`src/rtl/riscv_pkg.sv`:
```
// Shared definitions for the RISC-V core: canonical NOP encoding and the
// instruction-fetch FSM state type.
package riscv_pkg;

    localparam logic [31:0] RV_NOP = 32'h0000_0013;

    typedef enum logic [0:0] {
        RUN   = 1'b0,
        FAULT = 1'b1
    } imem_state_t;

endpackage

```
`src/rtl/imem_array.sv`:
```
// Word-wide instruction storage: one synchronous read port and one synchronous
// write port, read-before-write on a same-address collision.
module imem_array #(
    parameter  int DEPTH_WORDS = 128,
    localparam int IW          = $clog2(DEPTH_WORDS)
) (
    input  logic          clk,
    input  logic          rd_en,
    input  logic [IW-1:0] rd_addr,
    output logic [31:0]   rd_data,
    input  logic          wr_en,
    input  logic [IW-1:0] wr_addr,
    input  logic [31:0]   wr_data
);

    logic [31:0] mem_r [DEPTH_WORDS];

    // Write port; contents are deliberately left unreset so the array maps to block RAM.
    always_ff @(posedge clk) begin
        if (wr_en) begin
            mem_r[wr_addr] <= wr_data;
        end
    end

    // Read port; the output register holds while rd_en is low, which implements IF stall.
    always_ff @(posedge clk) begin
        if (rd_en) begin
            rd_data <= mem_r[rd_addr];
        end
    end

endmodule

```
`src/rtl/imem_fetch_sync.sv`:
```
// IF-stage instruction memory: one-cycle registered fetch with stall/flush,
// sticky misaligned/out-of-range fault, and a program-load write port.
module imem_fetch_sync
    import riscv_pkg::*;
#(
    parameter int DEPTH_WORDS = 128
) (
    input  logic        clk,
    input  logic        rst,
    input  logic        fetch_req,
    input  logic [31:0] fetch_addr,
    input  logic        stall,
    input  logic        flush,
    input  logic        load_en,
    input  logic [31:0] load_addr,
    input  logic [31:0] load_data,
    output logic [31:0] instr_out,
    output logic        instr_valid,
    output logic [31:0] pc_out,
    output logic        fetch_fault
);

    localparam int AW = $clog2(DEPTH_WORDS) + 2;

    imem_state_t state_r, state_s;
    logic        valid_r, valid_s;
    logic        fault_r, fault_s;
    logic [31:0] pc_r, pc_s;
    logic        rd_en_s;
    logic        wr_en_s;
    logic [31:0] rd_data_s;
    logic [1:0]  unused_load_lsb_s;

    function automatic logic addr_in_range(input logic [31:0] addr);
        return ~|addr[31:AW];
    endfunction

    function automatic logic fetch_legal(input logic [31:0] addr);
        return addr_in_range(addr) && (addr[1:0] == 2'b00);
    endfunction

    assign unused_load_lsb_s = load_addr[1:0];
    assign wr_en_s           = load_en && addr_in_range(load_addr);

    imem_array #(
        .DEPTH_WORDS (DEPTH_WORDS)
    ) u_array (
        .clk     (clk),
        .rd_en   (rd_en_s),
        .rd_addr (fetch_addr[AW-1:2]),
        .rd_data (rd_data_s),
        .wr_en   (wr_en_s),
        .wr_addr (load_addr[AW-1:2]),
        .wr_data (load_data)
    );

    // Next-state and RAM read-enable: flush beats stall beats fetch_req.
    always_comb begin
        state_s = state_r;
        valid_s = valid_r;
        fault_s = fault_r;
        pc_s    = pc_r;
        rd_en_s = 1'b0;
        if (rst) begin
            rd_en_s = 1'b0;
        end else if (flush) begin
            state_s = RUN;
            valid_s = 1'b0;
            fault_s = 1'b0;
        end else if (stall) begin
            rd_en_s = 1'b0;
        end else begin
            case (state_r)
                RUN: begin
                    if (fetch_req) begin
                        pc_s = fetch_addr;
                        if (fetch_legal(fetch_addr)) begin
                            valid_s = 1'b1;
                            rd_en_s = 1'b1;
                        end else begin
                            valid_s = 1'b0;
                            fault_s = 1'b1;
                            state_s = FAULT;
                        end
                    end else begin
                        valid_s = 1'b0;
                    end
                end
                FAULT: begin
                    state_s = FAULT;
                end
                default: begin
                    state_s = RUN;
                    valid_s = 1'b0;
                    fault_s = 1'b0;
                end
            endcase
        end
    end

    // State and output registers with synchronous reset.
    always_ff @(posedge clk) begin
        if (rst) begin
            state_r <= RUN;
            valid_r <= 1'b0;
            fault_r <= 1'b0;
            pc_r    <= 32'h0000_0000;
        end else begin
            state_r <= state_s;
            valid_r <= valid_s;
            fault_r <= fault_s;
            pc_r    <= pc_s;
        end
    end

    // The RAM output register is the instruction register; invalid slots read as NOP.
    assign instr_out   = valid_r ? rd_data_s : RV_NOP;
    assign instr_valid = valid_r;
    assign pc_out      = pc_r;
    assign fetch_fault = fault_r;

endmodule

```
`config.mk`:
```
export PLATFORM = sky130hd
export DESIGN_NAME = imem_fetch_sync
export DESIGN_NICKNAME = d
export VERILOG_FILES = /design/src/rtl/riscv_pkg.sv /design/src/rtl/imem_array.sv /design/src/rtl/imem_fetch_sync.sv
export SDC_FILE = /design/constraint.sdc
export NUM_CORES = 2
export LEC_CHECK = 0
export BUFFER_PORTS_ARGS = -buffer_cell sky130_fd_sc_hd__buf_2
export CAP_MARGIN = 20
export CORE_MARGIN = 3
export CORE_UTILIZATION = 45
export CTS_BUF_LIST = sky130_fd_sc_hd__clkbuf_16
export CTS_CLUSTER_SIZE = 14
export DETAILED_ROUTE_END_ITERATION = 7
export GPL_TIMING_DRIVEN = 0
export PLACE_DENSITY = 0.74
export RECOVER_POWER = 100
export SLEW_MARGIN = 20
export SYNTH_ARGS = -nofsm -noshare
export SYNTH_HDL_FRONTEND = slang
export SYNTH_SLANG_ARGS = --single-unit
```
`constraint.sdc`:
```
create_clock -name clk -period 4.8 [get_ports clk]
set_input_delay 0.96 -clock clk [delete_from_list [all_inputs] [get_ports clk]]
set_output_delay 0.96 -clock clk [all_outputs]
set_load 0.01 [all_outputs]
```
Yosys cells after proc, flatten, opt, wreduce, memory -nomap -nowiden
Memory sizes are Yosys's and may differ from the RTL's. A register that Yosys moved wholly into a read port is not among the register bits.
Cells that the tools add are included.
{ "totals": {"reg_bits": 35, "latchBits": 0, "mem_bits_rw": 4096, "rom_bits": 0, "in_bits": 102, "output_inout_bits": 66, "word_cells": 32, "n_memories": 1} }
{ "op_classes": {"n_addsub": 0, "multipliers": 0, "n_div": 0, "n_lt_le_gt_ge": 0, "eq_ne": 0, "n_shift": 0, "n_mux": 12, "n_bitwise": 4, "reduce_logical": 11} }
{ "mem_list": {"columns": ["name", "words", "width", "read_ports", "rd_clocked_by_memory_dff", "write_ports", "line", "text"], "rows": [
  ["u_array.mem_r", 128, 32, 1, 1, 1, "imem_array.sv:16", "logic [31:0] mem_r [DEPTH_WORDS];"]
]} }
{ "ops": {"columns": ["op", "count"], "rows": [
  ["OR reduction 23 bit", 2],
  ["2-to-1 mux 32 bit", 1],
  ["2-to-1 mux 1 bit", 10],
  ["AND reduction 4 bit", 2],
  ["inverter 1 bit", 4],
  ["logical AND 1 bit", 2],
  ["logical NOT 1 bit", 2],
  ["logical NOT 2 bit", 1],
  ["one-hot mux 1 bit (2 select lines)", 1],
  ["AND reduction 2 bit", 1],
  ["OR reduction 2 bit", 1]
]} }

Longest topological paths before layout
{ "logic_depth": {"ltp_word": 9, "mapped_depth": 8, "depth_no_buf": 4} }

By module
From an unflattened synthesis, not the netlist that was laid out.
{ "hier_totals": {"cells_unflattened": 6200, "area_unflattened_um2": 158198.0} }
{ "modules_own_cells": {"columns": ["module", "instances", "cells_each", "area_each_um2", "seq_area_each_um2"], "rows": [
  ["imem_array", 1, 5990, 156596.4, 123958.9],
  ["imem_fetch_sync", 1, 210, 1601.5, 700.7]
]} }

Worst setup path before layout
No wires, ideal clock.
{ "synth_timing": {"kind": "in2reg", "start": "in fetch_addr[11]", "end": "reg u_array.rd_data[0] (read register of u_array.mem_r) (enable)", "setup_time_ps": 505, "arrival_time_ps": 4622, "required_ps": 4295, "setup_slack_ps": -327, "cell_stages": 3, "n_path_buf": 0, "cell_sequence": "nor4_1 > nand4_1 > nor4_1"} }
{ "synth_via": {"elab_chain_len": 9} }
{ "synth_rtl": {"columns": ["element", "line", "text"], "rows": [
  ["from (decl)", "imem_fetch_sync.sv:11", "input logic [31:0] fetch_addr,"],
  ["OR reduction 23 bit", "imem_fetch_sync.sv:35", "return ~|addr[31:AW];"],
  ["logical NOT 1 bit", "imem_fetch_sync.sv:35", null],
  ["logical AND 1 bit", "imem_fetch_sync.sv:39", "return addr_in_range(addr) && (addr[1:0] == 2'b00);"],
  ["2-to-1 mux 1 bit", "imem_fetch_sync.sv:77", "if (fetch_legal(fetch_addr)) begin"],
  ["2-to-1 mux 1 bit", "imem_fetch_sync.sv:75", "if (fetch_req) begin"],
  ["2-to-1 mux 1 bit", "imem_fetch_sync.sv:73", "case (state_r)"],
  ["2-to-1 mux 1 bit", "imem_fetch_sync.sv:70", "end else if (stall) begin"],
  ["2-to-1 mux 1 bit", "imem_fetch_sync.sv:66", "end else if (flush) begin"],
  ["2-to-1 mux 1 bit", "imem_fetch_sync.sv:64", "if (rst) begin"],
  ["net rd_en_s", "imem_fetch_sync.sv:29", "logic rd_en_s;"],
  ["to (decl)", "imem_array.sv:10", "output logic [31:0] rd_data,"]
]} }
The timed path passes the listed nets, and every way through them passes these cells.
A chain may end at the register's enable or synchronous reset.

==> run_results.csv <==
group,metric,value,unit
power,clkPwrFrac,40.8,%
critical_path,cpMostUsedCell,"mux4_2",
critical_path,path_delay_family,"buffers and inverters",
sta,finClkSkew,0.0474,ns
global_route,antenna_found_initial,91,
logic_synthesis,synth-seq-area-share,78.9,%
sta,fmax,204,MHz
power,swShare,21.8,%
power,p_int,58.1,mW
floorplanning,io_pins,168,
logic_synthesis,synth-main-ff-cell,"edfxtp_1",
clock_network,post_cts_buffers,0,
critical_path,worstPathCellList,"clkbuf_1, buf_2, clkbuf_2, buf_16, clkbuf_1, mux4_2, mux4_2, mux4_2, mux2_2",
floorplanning,die_x,599,µm
sta,slew_headroom,-119,%
final_layout,areaGrowthSynthToFinish,14.1,%
clock_network,cts-root-buf,"clkbuf_16",
critical_path,worstPathRequired,5.45,ns
clock_network,clock_latency,0.98,ns
logic_synthesis,yosysTopAreaCellShare,78.4,%
logic_synthesis,yosys_warnings,0,
critical_path,crit_fanout,10,
run,maxCapViolCount,97,
placement,pre_cts_ws,-0.949,ns
clock_network,cts_tree,"yes",
sta,setup_viol,135,
critical_path,cp-start-kind,"input pin",
clock_network,cts.clk_slew.worst_paths,0.06,ns
sta,min_period_over_period,102,%
final_layout,layout-drive-gt1-share,32.5,%
power,vdd_drop_max,0.384,mV
clock_network,cts_resized,1,
floorplanning,coreArea,350000,µm²
final_layout,fill_cells,25481,
final_layout,fin_nets,7043,
floorplanning,num_rows,217,
logic_synthesis,async_flop_share,0,%
power,power_frac_comb,5.3,%
placement,gp_congestion,0.921,
global_route,grt-ovfl-total,0,
clock_network,cts_sinks,4163,
logic_synthesis,synth_edf_count,4128,
floorplanning,die_height,599,µm
placement,dp_hpwl,276000,µm
sta,fin_crit,4.91,ns
min_path,min_path_type,"in2reg",
floorplanning,start_util,45.2,%
clock_network,cts.htree.levels,5,
logic_synthesis,synthCells,6185,
route,drcViolationCount,0,
run_status,status,"complete, but fails checks",
route,first_iter_violations,12610,
logic_synthesis,ys_ff_latch,4163,
clock_network,hold_buffers,0,
critical_path,cpMaxStageDelayCell,"clkbuf_1",
logic_synthesis,yosysTopAreaCell,"edfxtp_1",
critical_path,path_buf_inv,5,
logic_synthesis,synth_area_leaders,"edfxtp_1, mux4_2, clkbuf_1",
run_status,violations,"max-capacitance violations, max-slew violations, negative setup slack",
critical_path,arrival,5.56,ns
global_route,grt_pass1_wl,608000,µm
power,power.switching,16.2,mW
final_layout,final_util,51.6,%
final_layout,regArea,125000,µm²
floorplanning,die_area,358000,µm²
route,drt_wl_total,439000,µm
power,p_leak,55.4,nW
logic_synthesis,synth_cell_type_count,29,
sta,hold_viol_final,0,
global_route,grt_use_total,24.3,%
route,post_drt_wl_per_cell,36.6,µm
logic_synthesis,synth_fp_nets,6287,
global_route,grt_pass1_vias,76797,
clock_network,cts_buffers,400,
critical_path,endpoint_kind,"flop",
route,firstDrtPassIters,8,
logic_synthesis,synth_area,158000,µm²
route,via_per_inst,6.39,
clock_network,clock_tree.buffer_depth,4,
global_route,grt_max_degree,100,
final_layout,multi_input_area,32300,µm²
power,cellPowerDensity,411,nW/µm²
power,seqPwrFrac,53.9,%
placement,io_buffers,157,
route,ant_nets,0,
route,vias,76554,
sta,tightest_slew,3.28,ns
logic_synthesis,synth.avg_cell_area,25.6,µm²
sta,drv_slew,4434,
sta,fin_ws,-0.106,ns
critical_path,worst_path_largest_cell_delay,0.93,ns
sta,worst_hold_slack,0.254,ns
critical_path,worstSetupPathType,"in2reg",
-- flip-flops by register name, indices dropped and copies added, names as in the netlist --
| signal | count |
|---|---|
| instr_valid | 1 |
| fetch_fault | 1 |
| state_r | 1 |
| pc_out | 32 |
| u_array.mem_r | 4096 |
| u_array.rd_data | 32 |
-- cell type report --
type                            instances  share of cell area [%]
Antenna cell                          120                   0.166
Buffer                                326                   0.776
Clock buffer                          403                    5.59
Clock inverter                        315                    1.32
Inverter                                2                 0.00416
Multi-Input combinational cell       1694                    17.9
Sequential cell                      4163                    69.1
Tap cell                             4599                    3.19
Timing Repair Buffer                  354                    1.92
-- synthesized netlist by cell type (2+ instances only) --
library cell  count
nand2_1          73
nor4b_1           2
buf_2            75
and2_1           30
or4_1             2
nor2b_1           7
nand2b_1          3
edfxtp_1       4128
mux4_2         1344
clkbuf_1        194
buf_4             2
nor2_1          134
buf_6             2
nand3_1           7
nor3_1            2
dfxtp_1          35
mux2_2           32
buf_1            53
nand4_1           6
inv_1             2
a211oi_1          2
nor4_1            9
nand4b_1          4
a21oi_1          32
-- per-layer routing --
metal / share of wire, % / GRT usage (%) / vias to the layer above / wire (µm)
li1: - / - / 28699 / -
met1: 33 / 30.5 / 40510 / 144000
met2: 48 / 38.7 / 6291 / 211000
met3: 13 / 7.58 / 1028 / 59100
met4: 5.6 / 11.6 / 26 / 24500
met5: 0.037 / 0 / - / 161
-- final timing paths --
kind | start | to | slack, ns | cells past startpoint
worst max-delay path | fetch_addr[4] | u_array.rd_data[26] | -0.11 | 9
worst min-delay path | flush | fetch_fault | 0.25 | 2
worst min register to register | pc_out[26] | pc_out[26] | 0.46 | 2
worst max register to register | state_r | u_array.rd_data[19] | 0.65 | 7
-- cells by family after synthesis --
| family | after synthesis | synth area share (%) |
|---|---|---|
| buffers and inverters | 328 | 0.852 |
| flip-flops | 4163 | 78.9 |
| AO/OA/AOI/OAI | 37 | 0.123 |
| AND/OR/NAND/NOR | 281 | 0.791 |
| multiplexers | 1376 | 19.4 |
-- stage by stage --
step	instances	power, mW	area, µm²	setup TNS (ns)
6_report	11976	74.2	180000	-3.93
5_1_grt	11940	75.8	180000	-0.0480
3_5_place_dp	11136	44.6	170000	-241.98
4_1_cts	11854	74.4	183000	0
3_3_place_gp	10941	44.4	165000	-7720.03
2_1_floorplan	6185	42.6	158000	0
-- power by group through the flow --
stage / Clock [mW] / Sequential, mW / Combinational [mW]
3_3_place_gp: 0 / 40.8 / 3.58
4_1_cts: 30.5 / 40.0 / 3.92
5_1_grt: 31.8 / 40.0 / 3.99
6_report: 30.3 / 40.0 / 3.91
3_5_place_dp: 0 / 40.7 / 3.85
2_1_floorplan: 0 / 40.7 / 1.84
-- placed cells by master (no fill, tap or decap), types with 5 or more instances in the layout --
cell type / count
buf_12: 36
buf_2: 164
clkbuf_1: 261
nor2_2: 58
a21oi_1: 32
clkbuf_4: 20
nand2_1: 73
nor2_1: 62
buf_1: 38
buf_4: 5
bufinv_16: 26
and2_0: 22
clkbuf_2: 93
nor2_4: 14
inv_16: 5
nor4_1: 9
nand3_1: 7
diode_2: 120
clkinv_2: 69
nand4_1: 6
inv_6: 9
clkbuf_16: 403
clkinv_1: 90
mux2_2: 26
edfxtp_1: 4128
inv_1: 97
mux4_2: 1344
dfxtp_1: 35
nor2b_1: 7
and2_1: 8
buf_16: 51
mux2_1: 6
buf_6: 8
clkinv_16: 8
Note: power is estimated with default switching activity, not from simulation.
